File: src/rtl/muldiv_pkg.sv
// Decode constants and FSM encoding shared by the multiply/divide sequencer
// and its datapath.
package muldiv_pkg;

    localparam logic [3:0] FUNCT_MUL    = 4'b0001;
    localparam logic [3:0] FUNCT_DIV    = 4'b0010;
    localparam logic [1:0] ALUOP_TYPE_A = 2'b00;

    typedef enum logic [1:0] {
        IDLE,
        MUL,
        DIV,
        DONE
    } state_t;

endpackage

File: src/rtl/muldiv_datapath.sv
// Magnitude shift-add multiplier / restoring divider with sign fix-up (divider only under MULDIV_DIV_EN).
// Latency: one operand bit per step; fix-up outputs are combinational from the registers.
// Backpressure: none; load/step are driven by the sequencer FSM.
module muldiv_datapath
    import muldiv_pkg::*;
#(
    parameter int WIDTH = 16
) (
    input  logic             clk,
    input  logic             rst_n,
    input  logic             load,
    input  logic             step,
    input  logic             is_div,
    input  logic [WIDTH-1:0] op_a,
    input  logic [WIDTH-1:0] op_b,
    output logic [WIDTH-1:0] fix_lo,
    output logic [WIDTH-1:0] fix_hi,
    output logic             fix_dz
);

    logic [WIDTH-1:0]   hi_q, lo_q, m_q;
    logic               sa_q, sb_q;
    logic [WIDTH-1:0]   a_mag, b_mag, hi_nxt, lo_nxt;
    logic [WIDTH:0]     sum;
    logic [2*WIDTH-1:0] prod, prod_fix;
`ifdef MULDIV_DIV_EN
    logic               div_q, dz_q;
    logic [WIDTH:0]     shifted, trial;
    logic [WIDTH-1:0]   q_fix, r_fix;
`endif

    assign a_mag = op_a[WIDTH-1] ? (~op_a + 1'b1) : op_a;
    assign b_mag = op_b[WIDTH-1] ? (~op_b + 1'b1) : op_b;

    // hi:lo is the product accumulator for mul and remainder:quotient for div
    always_comb begin
        sum    = {1'b0, hi_q} + (lo_q[0] ? {1'b0, m_q} : '0);
        hi_nxt = sum[WIDTH:1];
        lo_nxt = {sum[0], lo_q[WIDTH-1:1]};
`ifdef MULDIV_DIV_EN
        shifted = {hi_q, lo_q[WIDTH-1]};
        trial   = shifted - {1'b0, m_q};
        if (div_q) begin
            hi_nxt = trial[WIDTH] ? shifted[WIDTH-1:0] : trial[WIDTH-1:0];
            lo_nxt = {lo_q[WIDTH-2:0], ~trial[WIDTH]};
        end
`endif
    end

    always_ff @(posedge clk or negedge rst_n) begin
        if (!rst_n) begin
            hi_q  <= '0;
            lo_q  <= '0;
            m_q   <= '0;
            sa_q  <= 1'b0;
            sb_q  <= 1'b0;
`ifdef MULDIV_DIV_EN
            div_q <= 1'b0;
            dz_q  <= 1'b0;
`endif
        end else if (load) begin
            sa_q  <= op_a[WIDTH-1];
            sb_q  <= op_b[WIDTH-1];
            hi_q  <= '0;
            lo_q  <= b_mag;
            m_q   <= a_mag;
`ifdef MULDIV_DIV_EN
            div_q <= is_div;
            dz_q  <= is_div && (op_b == '0);
            if (is_div) begin
                lo_q <= a_mag;
                m_q  <= b_mag;
                // Divide by zero skips iteration; seeding the remainder with |a|
                // lets the normal fix-up reproduce op_a.
                if (op_b == '0)
                    hi_q <= a_mag;
            end
`endif
        end else if (step) begin
            hi_q <= hi_nxt;
            lo_q <= lo_nxt;
        end
    end

    assign prod     = {hi_q, lo_q};
    assign prod_fix = (sa_q ^ sb_q) ? (~prod + 1'b1) : prod;

`ifdef MULDIV_DIV_EN
    assign q_fix  = dz_q ? '1 : ((sa_q ^ sb_q) ? (~lo_q + 1'b1) : lo_q);
    assign r_fix  = sa_q ? (~hi_q + 1'b1) : hi_q;
    assign fix_lo = div_q ? q_fix : prod_fix[WIDTH-1:0];
    assign fix_hi = div_q ? r_fix : prod_fix[2*WIDTH-1:WIDTH];
    assign fix_dz = dz_q;
`else
    logic unused_div;
    assign unused_div = is_div;
    assign fix_lo     = prod_fix[WIDTH-1:0];
    assign fix_hi     = prod_fix[2*WIDTH-1:WIDTH];
    assign fix_dz     = 1'b0;
`endif

endmodule

File: src/rtl/muldiv_sequencer.sv
// Stalls the pipeline around signed iterative mul/div (div only with MULDIV_DIV_EN defined).
// Latency: done in cycle WIDTH+1 after accept (cycle 1 for div by zero).
// Backpressure: stall is high from the accept cycle until the cycle before done.
module muldiv_sequencer
    import muldiv_pkg::*;
#(
    parameter int WIDTH = 16
) (
    input  logic             clk,
    input  logic             rst_n,
    input  logic             start,
    input  logic             ALUOp1,
    input  logic             ALUOp0,
    input  logic [3:0]       funct,
    input  logic [WIDTH-1:0] op_a,
    input  logic [WIDTH-1:0] op_b,
    input  logic             flush,
    output logic             stall,
    output logic             done,
    output logic [WIDTH-1:0] result_lo,
    output logic [WIDTH-1:0] result_hi,
    output logic             div_by_zero
);

    localparam int CW = (WIDTH > 1) ? $clog2(WIDTH) : 1;

    state_t           state_q, state_nxt;
    logic [CW-1:0]    cnt_q;
    logic [WIDTH-1:0] lo_q, hi_q, fix_lo, fix_hi;
    logic             dbz_q, fix_dz;
    logic             is_type_a, is_mul_op, is_div_op, accept, busy, last_iter;

    assign is_type_a = ({ALUOp1, ALUOp0} == ALUOP_TYPE_A);
    assign is_mul_op = (funct == FUNCT_MUL);
`ifdef MULDIV_DIV_EN
    assign is_div_op = (funct == FUNCT_DIV);
`else
    assign is_div_op = 1'b0;
`endif

    assign accept    = start && is_type_a && (is_mul_op || is_div_op)
                       && (state_q == IDLE) && !flush;
    assign busy      = (state_q == MUL) || (state_q == DIV);
    assign last_iter = (cnt_q == CW'(WIDTH - 1));

    always_comb begin
        state_nxt = state_q;
        case (state_q)
            IDLE: begin
                if (accept) begin
                    if (!is_div_op)
                        state_nxt = MUL;
                    else if (op_b == '0)
                        state_nxt = DONE;
                    else
                        state_nxt = DIV;
                end
            end
            MUL: begin
                if (flush)
                    state_nxt = IDLE;
                else if (last_iter)
                    state_nxt = DONE;
            end
`ifdef MULDIV_DIV_EN
            DIV: begin
                if (flush)
                    state_nxt = IDLE;
                else if (last_iter)
                    state_nxt = DONE;
            end
`endif
            DONE:    state_nxt = IDLE;
            default: state_nxt = IDLE;
        endcase
    end

    always_ff @(posedge clk or negedge rst_n) begin
        if (!rst_n) begin
            state_q <= IDLE;
            cnt_q   <= '0;
            lo_q    <= '0;
            hi_q    <= '0;
            dbz_q   <= 1'b0;
        end else begin
            state_q <= state_nxt;
            if (accept)
                cnt_q <= '0;
            else if (busy)
                cnt_q <= cnt_q + 1'b1;
            if (state_q == DONE) begin
                lo_q  <= fix_lo;
                hi_q  <= fix_hi;
                dbz_q <= fix_dz;
            end
        end
    end

    muldiv_datapath #(.WIDTH(WIDTH)) u_datapath (
        .clk    (clk),
        .rst_n  (rst_n),
        .load   (accept),
        .step   (busy && !flush),
        .is_div (is_div_op),
        .op_a   (op_a),
        .op_b   (op_b),
        .fix_lo (fix_lo),
        .fix_hi (fix_hi),
        .fix_dz (fix_dz)
    );

    // Results are presented straight from the fix-up during DONE so the
    // pipeline can capture them in the same cycle it un-stalls.
    assign stall       = accept || busy;
    assign done        = (state_q == DONE);
    assign result_lo   = done ? fix_lo : lo_q;
    assign result_hi   = done ? fix_hi : hi_q;
    assign div_by_zero = done ? fix_dz : dbz_q;

endmodule
File: config.mk
export PLATFORM = sky130hd
export DESIGN_NAME = muldiv_sequencer
export DESIGN_NICKNAME = d
export VERILOG_FILES = /design/src/rtl/muldiv_pkg.sv /design/src/rtl/muldiv_datapath.sv /design/src/rtl/muldiv_sequencer.sv
export SDC_FILE = /design/constraint.sdc
export NUM_CORES = 1
export LEC_CHECK = 0
export ABC_AREA = 1
export BUFFER_PORTS_ARGS = -buffer_cell sky130_fd_sc_hd__buf_4
export CORE_MARGIN = 4
export CORE_UTILIZATION = 55
export CTS_BUF_LIST = sky130_fd_sc_hd__clkbuf_16
export CTS_CLUSTER_SIZE = 24
export DETAILED_ROUTE_END_ITERATION = 7
export GPL_ROUTABILITY_DRIVEN = 0
export MAX_ROUTING_LAYER = met4
export PLACE_DENSITY_LB_ADDON = 0.2
export REMOVE_ABC_BUFFERS = 1
export SYNTH_ARGS = -nofsm -noshare
export SYNTH_HDL_FRONTEND = slang
export SYNTH_SLANG_ARGS = --single-unit
File: constraint.sdc
create_clock -name clk -period 3.2 [get_ports clk]
set_input_delay 0.64 -clock clk [delete_from_list [all_inputs] [get_ports clk]]
set_output_delay 0.64 -clock clk [all_outputs]
set_load 0.1 [all_outputs]
* After elaboration in Yosys (flattened, before gate mapping)
Index checks and enable logic that the tools add are counted.
** Storage, ports and cells
- Register bits after elaboration :: 89
- Bits in latches :: 0
- RAM bits :: 0
- Memory bits (read-only) :: 0
- Output and inout bits :: 35
- Memories :: 0
** Operators by class
- $add $sub $neg :: 5
- Multiply operators :: 0
- Div/mod/pow operators :: 0
- Order comparisons :: 0
- Eq/ne operators :: 7
- Shift-type cells :: 0
- Mux-type cells :: 17
- Bitwise operators :: 4
- Reduce and logical (&&, ||, !) cells :: 13
** Operators with widths (number)
- $mux 16 :: 9
- $add 16x1->16 const B :: 2
- $add 32x1->32 const B :: 1
- $mux 32 :: 1
- $not 16->16 :: 2
- $not 32->32 :: 1
- $add 16x17->17 :: 1
- $mux 4 :: 2
- $mux 2 :: 3
- $logic_and 1x1->1 :: 5
- $add 4x1->4 const B :: 1
- $eq 2x2->1 const B :: 2
- $eq 4x1->1 const B :: 1
- $eq 4x4->1 const B :: 1
- $logic_not 2->1 :: 2
- $pmux 2 s2 :: 1
- $reduce_bool 2->1 :: 2
- $ne 3x3->1 const B :: 1
- $eq 2x1->1 const B :: 1
- $logic_or 1x1->1 :: 2
- $ne 2x2->1 const B :: 1
- $reduce_and 2->1 :: 1
- $logic_not 1->1 :: 1
- $mux 1 :: 1
- $xor 1x1->1 :: 1

* Longest topological paths before layout
Gate-level depths: netlist (run 1).
- Depth in word-level cells :: 7
- Gate-level depth with buffers :: 15
- Gate-level depth less buffers :: 13

* Hierarchy
Synthesis (run 1) repeated with hierarchy kept, for this count alone.
** Unflattened totals
- Cell total of the unflattened synthesis :: 913
- Area total of the unflattened synthesis :: 6613.8 µm²
** Modules (own cells, without submodules)
- muldiv_datapath :: times used 1, cells an instance 786, area an instance 4853.4 µm²
- muldiv_sequencer :: times used 1, cells an instance 127, area an instance 1760.4 µm²

* Worst setup path after synthesis (run 1)
Ideal clock, no wire load.
- Path kind :: reg-to-output
- Start :: register state_q[0]
- End :: output result_lo[0]
- Data arrival time :: 4.059 ns
- Required time :: 2.560 ns
- Setup slack :: -1.499 ns
- Cell stages (with the launch flop) :: 5
- Path buffers :: 1
- Cell sequence :: dfrtp_1 -> ha_1 -> clkinv_1 -> clkbuf_1 -> o21ai_0
** Between the ends
- Longest elaborated chain between the ends :: 2
** Ends and longest elaborated chain
- start, declared :: line muldiv_sequencer.sv:27 : state_t state_q, state_nxt;
- start signal, assigned :: line muldiv_sequencer.sv:86 : state_q <= state_nxt;
- $eq 2x2->1 :: line muldiv_sequencer.sv:115 : assign done = (state_q == DONE);
- via done :: line muldiv_sequencer.sv:19 : output logic done,
- $mux 16
- end, declared :: line muldiv_sequencer.sv:20 : output logic [WIDTH-1:0] result_lo,
The timed path passes the listed nets, and every way through them passes these cells.

* Worst setup path in the final report (run 1)
- Start :: register u_datapath.lo_q[0]
- End :: output result_hi[0]
** Between the ends
- Longest elaborated chain between the ends :: 4
** Ends and longest elaborated chain
- start, declared :: line muldiv_datapath.sv:21 : logic [WIDTH-1:0] hi_q, lo_q, m_q;
- start signal, assigned :: line muldiv_datapath.sv:65 : lo_q <= b_mag;
- start signal, assigned :: line muldiv_datapath.sv:81 : lo_q <= lo_nxt;
- $not 32->32 :: line muldiv_datapath.sv:86 : assign prod_fix = (sa_q ^ sb_q) ? (~prod + 1'b1) : prod;
- $add 32x1->32 :: line muldiv_datapath.sv:86
- $mux 32 :: line muldiv_datapath.sv:86
- $mux 16
- end, declared :: line muldiv_sequencer.sv:21 : output logic [WIDTH-1:0] result_hi,
Every way passes these cells.

==> qor.csv, run 1 <==
metric;value;unit
CORE AREA;11000;µm²
clk root buf;clkbuf_16;
P per Cell Area;932;nW/µm²
dpl cells;1131;
vias in the first global route;5598;
via count;6019;
Clock Skew;0.00673;ns
Post-Syn Instances;934;
Clock transition at path regs;0.06;ns
IO buf count;76;
post-synthesis sequential area ratio;0.352;
clk_lat worst skew;0.35;ns
share of Yosys cell area claimed by the top area cell type;0.352;
Worst EP required;2.56;ns
CP Cell Sequence;inv_2, ha_1, nand2_1, nor2_4, nand2_2, nand2_2, nand2_1, xor2_1, o21ai_1, buf_4;
Startpoint Class;flip-flop;
relative slew slack;0.578;
first-pass GRT wire length;26300;µm
die width;115;µm
cts-stage hold buffer count;0;
setup violators final;0;
actual slew at the worst max-slew pin;0.633;ns
dpl ws;0.678;ns
Data arrival, critical path;2.24;ns
# clock sinks;89;
share of flip-flops with an asynchronous set or reset;1.00;
IO Count;77;
Final ANT Viol Nets;0;
TritonCTS buffer count;9;
Synth Flop Type;dfrtp_1;
share of post-route cells with drive strength above 1;0.125;
Core Rows;38;
leakage;3.99;nW
Gates resized, CTS repair;0;
Cell variety after synth;40;
Final min period;2.88;ns
Cell Count, Final, Fillers Out;1145;
Nets;1068;
die area;13300;µm²
CP max stage cell;dfrtp_1;
WHS;0.305;ns
# diodes;0;
total power;6.78;mW
Synth area leaders;dfrtp_1 (35%), nand2_1 (19%), inv_1 (5.9%), nor2_1 (5.4%), nand3_1 (5.1%);
Worst path max stage delay;0.39;ns
DRC Markers;0;
initial antenna violation count;0;
First DRT Iteration DRCs;372;
half-perimeter wire length after detailed placement;11900;µm
PnR worst setup slack;0.318;ns
Synth Warn #;0;
max-slew violation count;0;
unrepaired setup endpoints after global routing;false;
Final Util;0.660;
Final Hold Viols;0;
drt total wl;15400;µm
Cell Area, Synth;6330;µm²
outcome;complete, no violations;
CP Capture Type;output pin;
Worst path top cell family by delay;simple AND/OR/NAND/NOR gates;
number of synthesized flops with an enable pin;0;
max frequency;0.347;GHz
FILL cells;1047;
commonest non-fill, non-tap cell in the layout;nand2_1;
maximum vdd drop;0.838;mV
post-DR wirelength/cell;13.5;µm
Final Cycle Share;0.901;
synth-to-layout area growth;15.1;%
Pre-Repair DR Iteration Count;4;
FF+latch count, synth;89;
largest area contributor in the netlist;dfrtp_1;
H-tree Lvls;3;
Die Span Y;115;µm
Worst Path Buf+Inv;2;
CP Max Fanout;5;
Max Cap Viol;0;
Post-CTS Setup Inserts;0;
Overflow after GRT;0;
vias per cell;5.26;
overall routing resource usage;0.253;
syn_area_per_cell;6.77;µm²
Max clock buf depth;2;
Initial Util;0.574;
leading cell types in the layout, fill and taps excluded;nand2_1 (325), inv_1 (102), nor2_1 (91);
CTS tree;yes;
largest net degree at the start of global routing;52;
Worst Setup Path Type;reg -> out;
Tightest Hold Check Type;in -> async;
-- worst register-to-register path, cell delays in order (launching register included) --
cell	delay [ns]
dfrtp_1	0.40
inv_1	0.08
ha_1	0.16
inv_1	0.08
nor2_2	0.16
nand3_4	0.34
nand2_4	0.19
nand2_4	0.20
inv_2	0.33
o21ai_1	0.12
o21ai_1	0.12
-- logic make-up (layout without fill, tap and decap cells) --
family	count (synthesis)	in the layout	share of synthesized area
AO/OA/AOI/OAI	130	130	0.116
XOR/XNOR	25	25	0.0346
adder cells (fa/ha/maj)	24	24	0.0487
buffers and inverters	132	203	0.0849
flip-flops	89	89	0.352
AND/OR/NAND/NOR	534	534	0.364
-- registers in the layout, indices dropped and copies added (netlist names), 2 cells and up --
signal / count
u_datapath.m_q: 16
state_q: 2
u_datapath.hi_q: 16
cnt_q: 4
u_datapath.lo_q: 16
lo_q: 16
hi_q: 16
-- power breakdown --
part	internal (mW)	leakage [nW]	total, mW	switching, mW
Clock	0.670	0.150	1.10	0.433
Combinational	1.01	2.64	3.95	2.94
Sequential	1.45	1.20	1.74	0.283
Total	3.13	3.99	6.78	3.65
-- through the flow --
| stage | instance area [µm²] | TNS [ns] |
|---|---|---|
| 2_1_floorplan | 6190 | -85.73 |
| 3_3_place_gp | 6980 | 0 |
| 3_5_place_dp | 6980 | 0 |
| 4_1_cts | 7280 | 0 |
| 5_1_grt | 7280 | 0 |
| 6_report | 7280 | 0 |
-- final timing paths --
path | cells past startpoint | start | slack, ns | end
setup / recovery | 10 | u_datapath.lo_q[0] | 0.32 | result_hi[0]
hold / removal | 1 | rst_n | 0.30 | lo_q[5]
setup reg to reg | 10 | state_q[1] | 0.93 | u_datapath.lo_q[4]
hold reg to reg | 2 | hi_q[5] | 0.48 | hi_q[5]
max in group asynchronous | 2 | rst_n | 2.17 | u_datapath.hi_q[14]
min in group clk | 2 | hi_q[5] | 0.48 | hi_q[5]
-- area by class of cell --
| type | instances | area (µm²) | share of cell area |
|---|---|---|---|
| Clock buffer | 9 | 225 | 0.0309 |
| Sequential cell | 89 | 2230 | 0.306 |
| Multi-Input combinational cell | 713 | 3560 | 0.489 |
| Clock inverter | 5 | 75.1 | 0.0103 |
| Timing Repair Buffer | 82 | 616 | 0.0845 |
| Tap cell | 140 | 175 | 0.0241 |
| Inverter | 107 | 402 | 0.0552 |
-- Yosys cell counts (2+ instances only) --
cell type	number
nand2_1	325
inv_1	100
nor2_1	91
dfrtp_1	89
nand3_1	65
o21ai_0	52
a21oi_1	37
ha_1	23
xor2_1	19
nand4_1	18
o21ai_1	17
buf_2	12
nand3b_1	10
o211ai_1	9
nand2_2	8
clkbuf_1	7
o22ai_1	7
inv_2	6
xnor2_1	6
and2_1	3
buf_6	3
nand2_4	3
buf_1	2
nor3_1	2
nor4_2	2
o21ai_2	2
o21bai_2	2
o21bai_4	2
-- metal layers --
layer  global-route usage  wire (µm)  vias up
met1                0.348       7370     2693
met3               0.0374        880       26
li1                     -          -     3143
met5                    -          0        -
met4               0.0845        309        0
met2                0.385       6840      157
(Power assumes the default switching activity.)
==> inputs of run 2 (changes only) <==
--- a/config.mk
+++ b/config.mk
@@ -8,7 +8,7 @@
 export ABC_AREA = 1
 export BUFFER_PORTS_ARGS = -buffer_cell sky130_fd_sc_hd__buf_4
 export CORE_MARGIN = 4
-export CORE_UTILIZATION = 55
+export CORE_UTILIZATION = 50
 export CTS_BUF_LIST = sky130_fd_sc_hd__clkbuf_16
 export CTS_CLUSTER_SIZE = 24
 export DETAILED_ROUTE_END_ITERATION = 7
==> run 2 against run 1 <==
  * Register-to-register slack lost 0.06 ns
  * Cell count grew 2.5%
  * Largest cell class unchanged
  * Global-route usage shrank 2.0 points
==> qor.csv, run 2 (same netlist as run 1, synthesis figures left out) <==
metric;value;unit;change
Final ANT Viol Nets;0;;unchanged
CP max stage cell;dfrtp_1;;
relative slew slack;0.599;;+0.0212
Initial Util;0.518;;-0.0555
first-pass GRT wire length;26700;µm;+1.3%
post-DR wirelength/cell;13.4;µm;-0.74%
half-perimeter wire length after detailed placement;11900;µm;-0.13%
DP Area;7020;µm²;+0.50%
overall routing resource usage;0.233;;-0.0202
IO buf count;76;;unchanged
CP Cell Sequence;inv_2, ha_1, nand2_1, nor2_4, nand2_2, nand2_2, nand2_1, xor2_1, o21ai_1, buf_4;;
# diodes;0;;unchanged
dpl cells;1159;;+2.5%
# clock sinks;89;;unchanged
Final Cycle Share;0.907;;+0.00691
leakage;3.98;nW;-0.24%
CTS tree;yes;;
cts-stage hold buffer count;0;;unchanged
Tightest Hold Check Type;in -> async;;
Worst path max stage delay;0.39;ns;about the same
Worst Setup Path Type;reg -> out;;
max frequency;0.344;GHz;-0.76%
Overflow after GRT;0;;unchanged
clk root buf;clkbuf_16;;
Pre-Repair DR Iteration Count;5;;+1
synth-to-layout area growth;15.4;%;
Max Cap Viol;0;;unchanged
vias per cell;5.11;;-2.7%
via count;6002;;-0.28%
Clock transition at path regs;0.07;ns;about the same
setup violators final;0;;unchanged
Gates resized, CTS repair;0;;unchanged
die area;14500;µm²;+9.3%
initial antenna violation count;0;;unchanged
max-slew violation count;0;;unchanged
die width;120;µm;+4.5%
Die Span Y;120;µm;+4.5%
clk_lat worst skew;0.35;ns;about the same
Nets;1068;;unchanged
outcome;complete, no violations;;
share of post-route cells with drive strength above 1;0.126;;+0.000869
maximum vdd drop;0.381;mV;-55%
First DRT Iteration DRCs;476;;+28%
P per Cell Area;918;nW/µm²;-1.5%
commonest non-fill, non-tap cell in the layout;nand2_1;;
CP Capture Type;output pin;;
DRC Markers;0;;unchanged
drt total wl;15700;µm;+1.8%
CP Max Fanout;5;;unchanged
Clock Skew;0.00934;ns;+0.00260 ns
Cell Count, Final, Fillers Out;1174;;+2.5%
Core Rows;40;;+5.3%
Final Hold Viols;0;;unchanged
Post-CTS Setup Inserts;0;;unchanged
Max clock buf depth;2;;unchanged
Worst EP required;2.56;ns;about the same
worst setup path startpoint;u_datapath.lo_q[0];;
reg2reg start;state_q[0];;
total power;6.70;mW;-1.2%
unrepaired setup endpoints after global routing;false;;
actual slew at the worst max-slew pin;0.601;ns;-0.0319 ns
Final min period;2.90;ns;+0.0221 ns
H-tree Lvls;3;;unchanged
Startpoint Class;flip-flop;;
leading cell types in the layout, fill and taps excluded;nand2_1 (325), inv_1 (101), nor2_1 (91);;
Data arrival, critical path;2.26;ns;+0.02 ns
post-route cell area;7300;µm²;+0.26%
vias in the first global route;5505;;-1.7%
TritonCTS buffer count;9;;unchanged
largest net degree at the start of global routing;48;;-7.7%
CORE AREA;12200;µm²;+11%
IO Count;77;;unchanged
run 2: cell count changes in the layout (fill, tap and decap cells not counted), sizes merged:
cell,before,now
bufinv,2,1
clkinv,1,3
run 2: report_power, final:
group          switching [mW]  internal [mW]  leakage (nW)  total, mW
Clock                   0.438          0.596         0.141       1.03
Combinational            2.92           1.01          2.64       3.93
Sequential              0.287           1.45          1.20       1.74
run 2: path summary, 6_finish.rpt:
path | cells past startpoint | endpoint | slack (ns)
max in group asynchronous | 2 | u_datapath.m_q[15] | 2.17
min in group clk | 2 | hi_q[4] | 0.47
hold reg to reg | 2 | hi_q[4] | 0.47
hold / removal | 1 | lo_q[2] | 0.30
setup reg to reg | 10 | u_datapath.lo_q[4] | 0.87
setup / recovery | 10 | result_hi[0] | 0.30
run 2: layer usage:
layer | vias to the layer above | wire [µm] | global-route usage
met2 | 165 | 7000 | 0.352
li1 | 3129 | - | -
met1 | 2689 | 7540 | 0.316
met4 | 0 | 227 | 0.0666
met3 | 19 | 906 | 0.0547
met5 | - | 0 | -
run 2: critical path, delay by kind of cell, from the launching register on:
| family | cells | cell delay [ns] |
|---|---|---|
| AND/OR/NAND/NOR | 5 | 0.60 |
| buffers and inverters | 2 | 0.43 |
| flip-flops | 1 | 0.39 |
| adder cells (fa/ha/maj) | 1 | 0.18 |
| AO/OA/AOI/OAI | 1 | 0.17 |
| XOR/XNOR | 1 | 0.15 |
run 2: area by class of cell:
cell class	count	area (µm²)
clock buffer	9	225
tap	168	210
clock inverter	6	58.8
inverter	107	402
fill	1236	4910
sequential	89	2230
multi-input combinational	713	3560
timing repair buffer	82	616
run 2: per-stage QoR:
stage,util,hold WS [ns],setup WS (ns),setup TNS (ns)
finish,0.598,0.303,0.296,0
global route,0.598,0.344,0.0975,0
CTS,0.598,0.312,0.290,0
detailed placement,0.575,0.462,0.675,0
global placement,0.575,0.461,0.679,0
floorplan,-,0.344,-2.67,-85.73
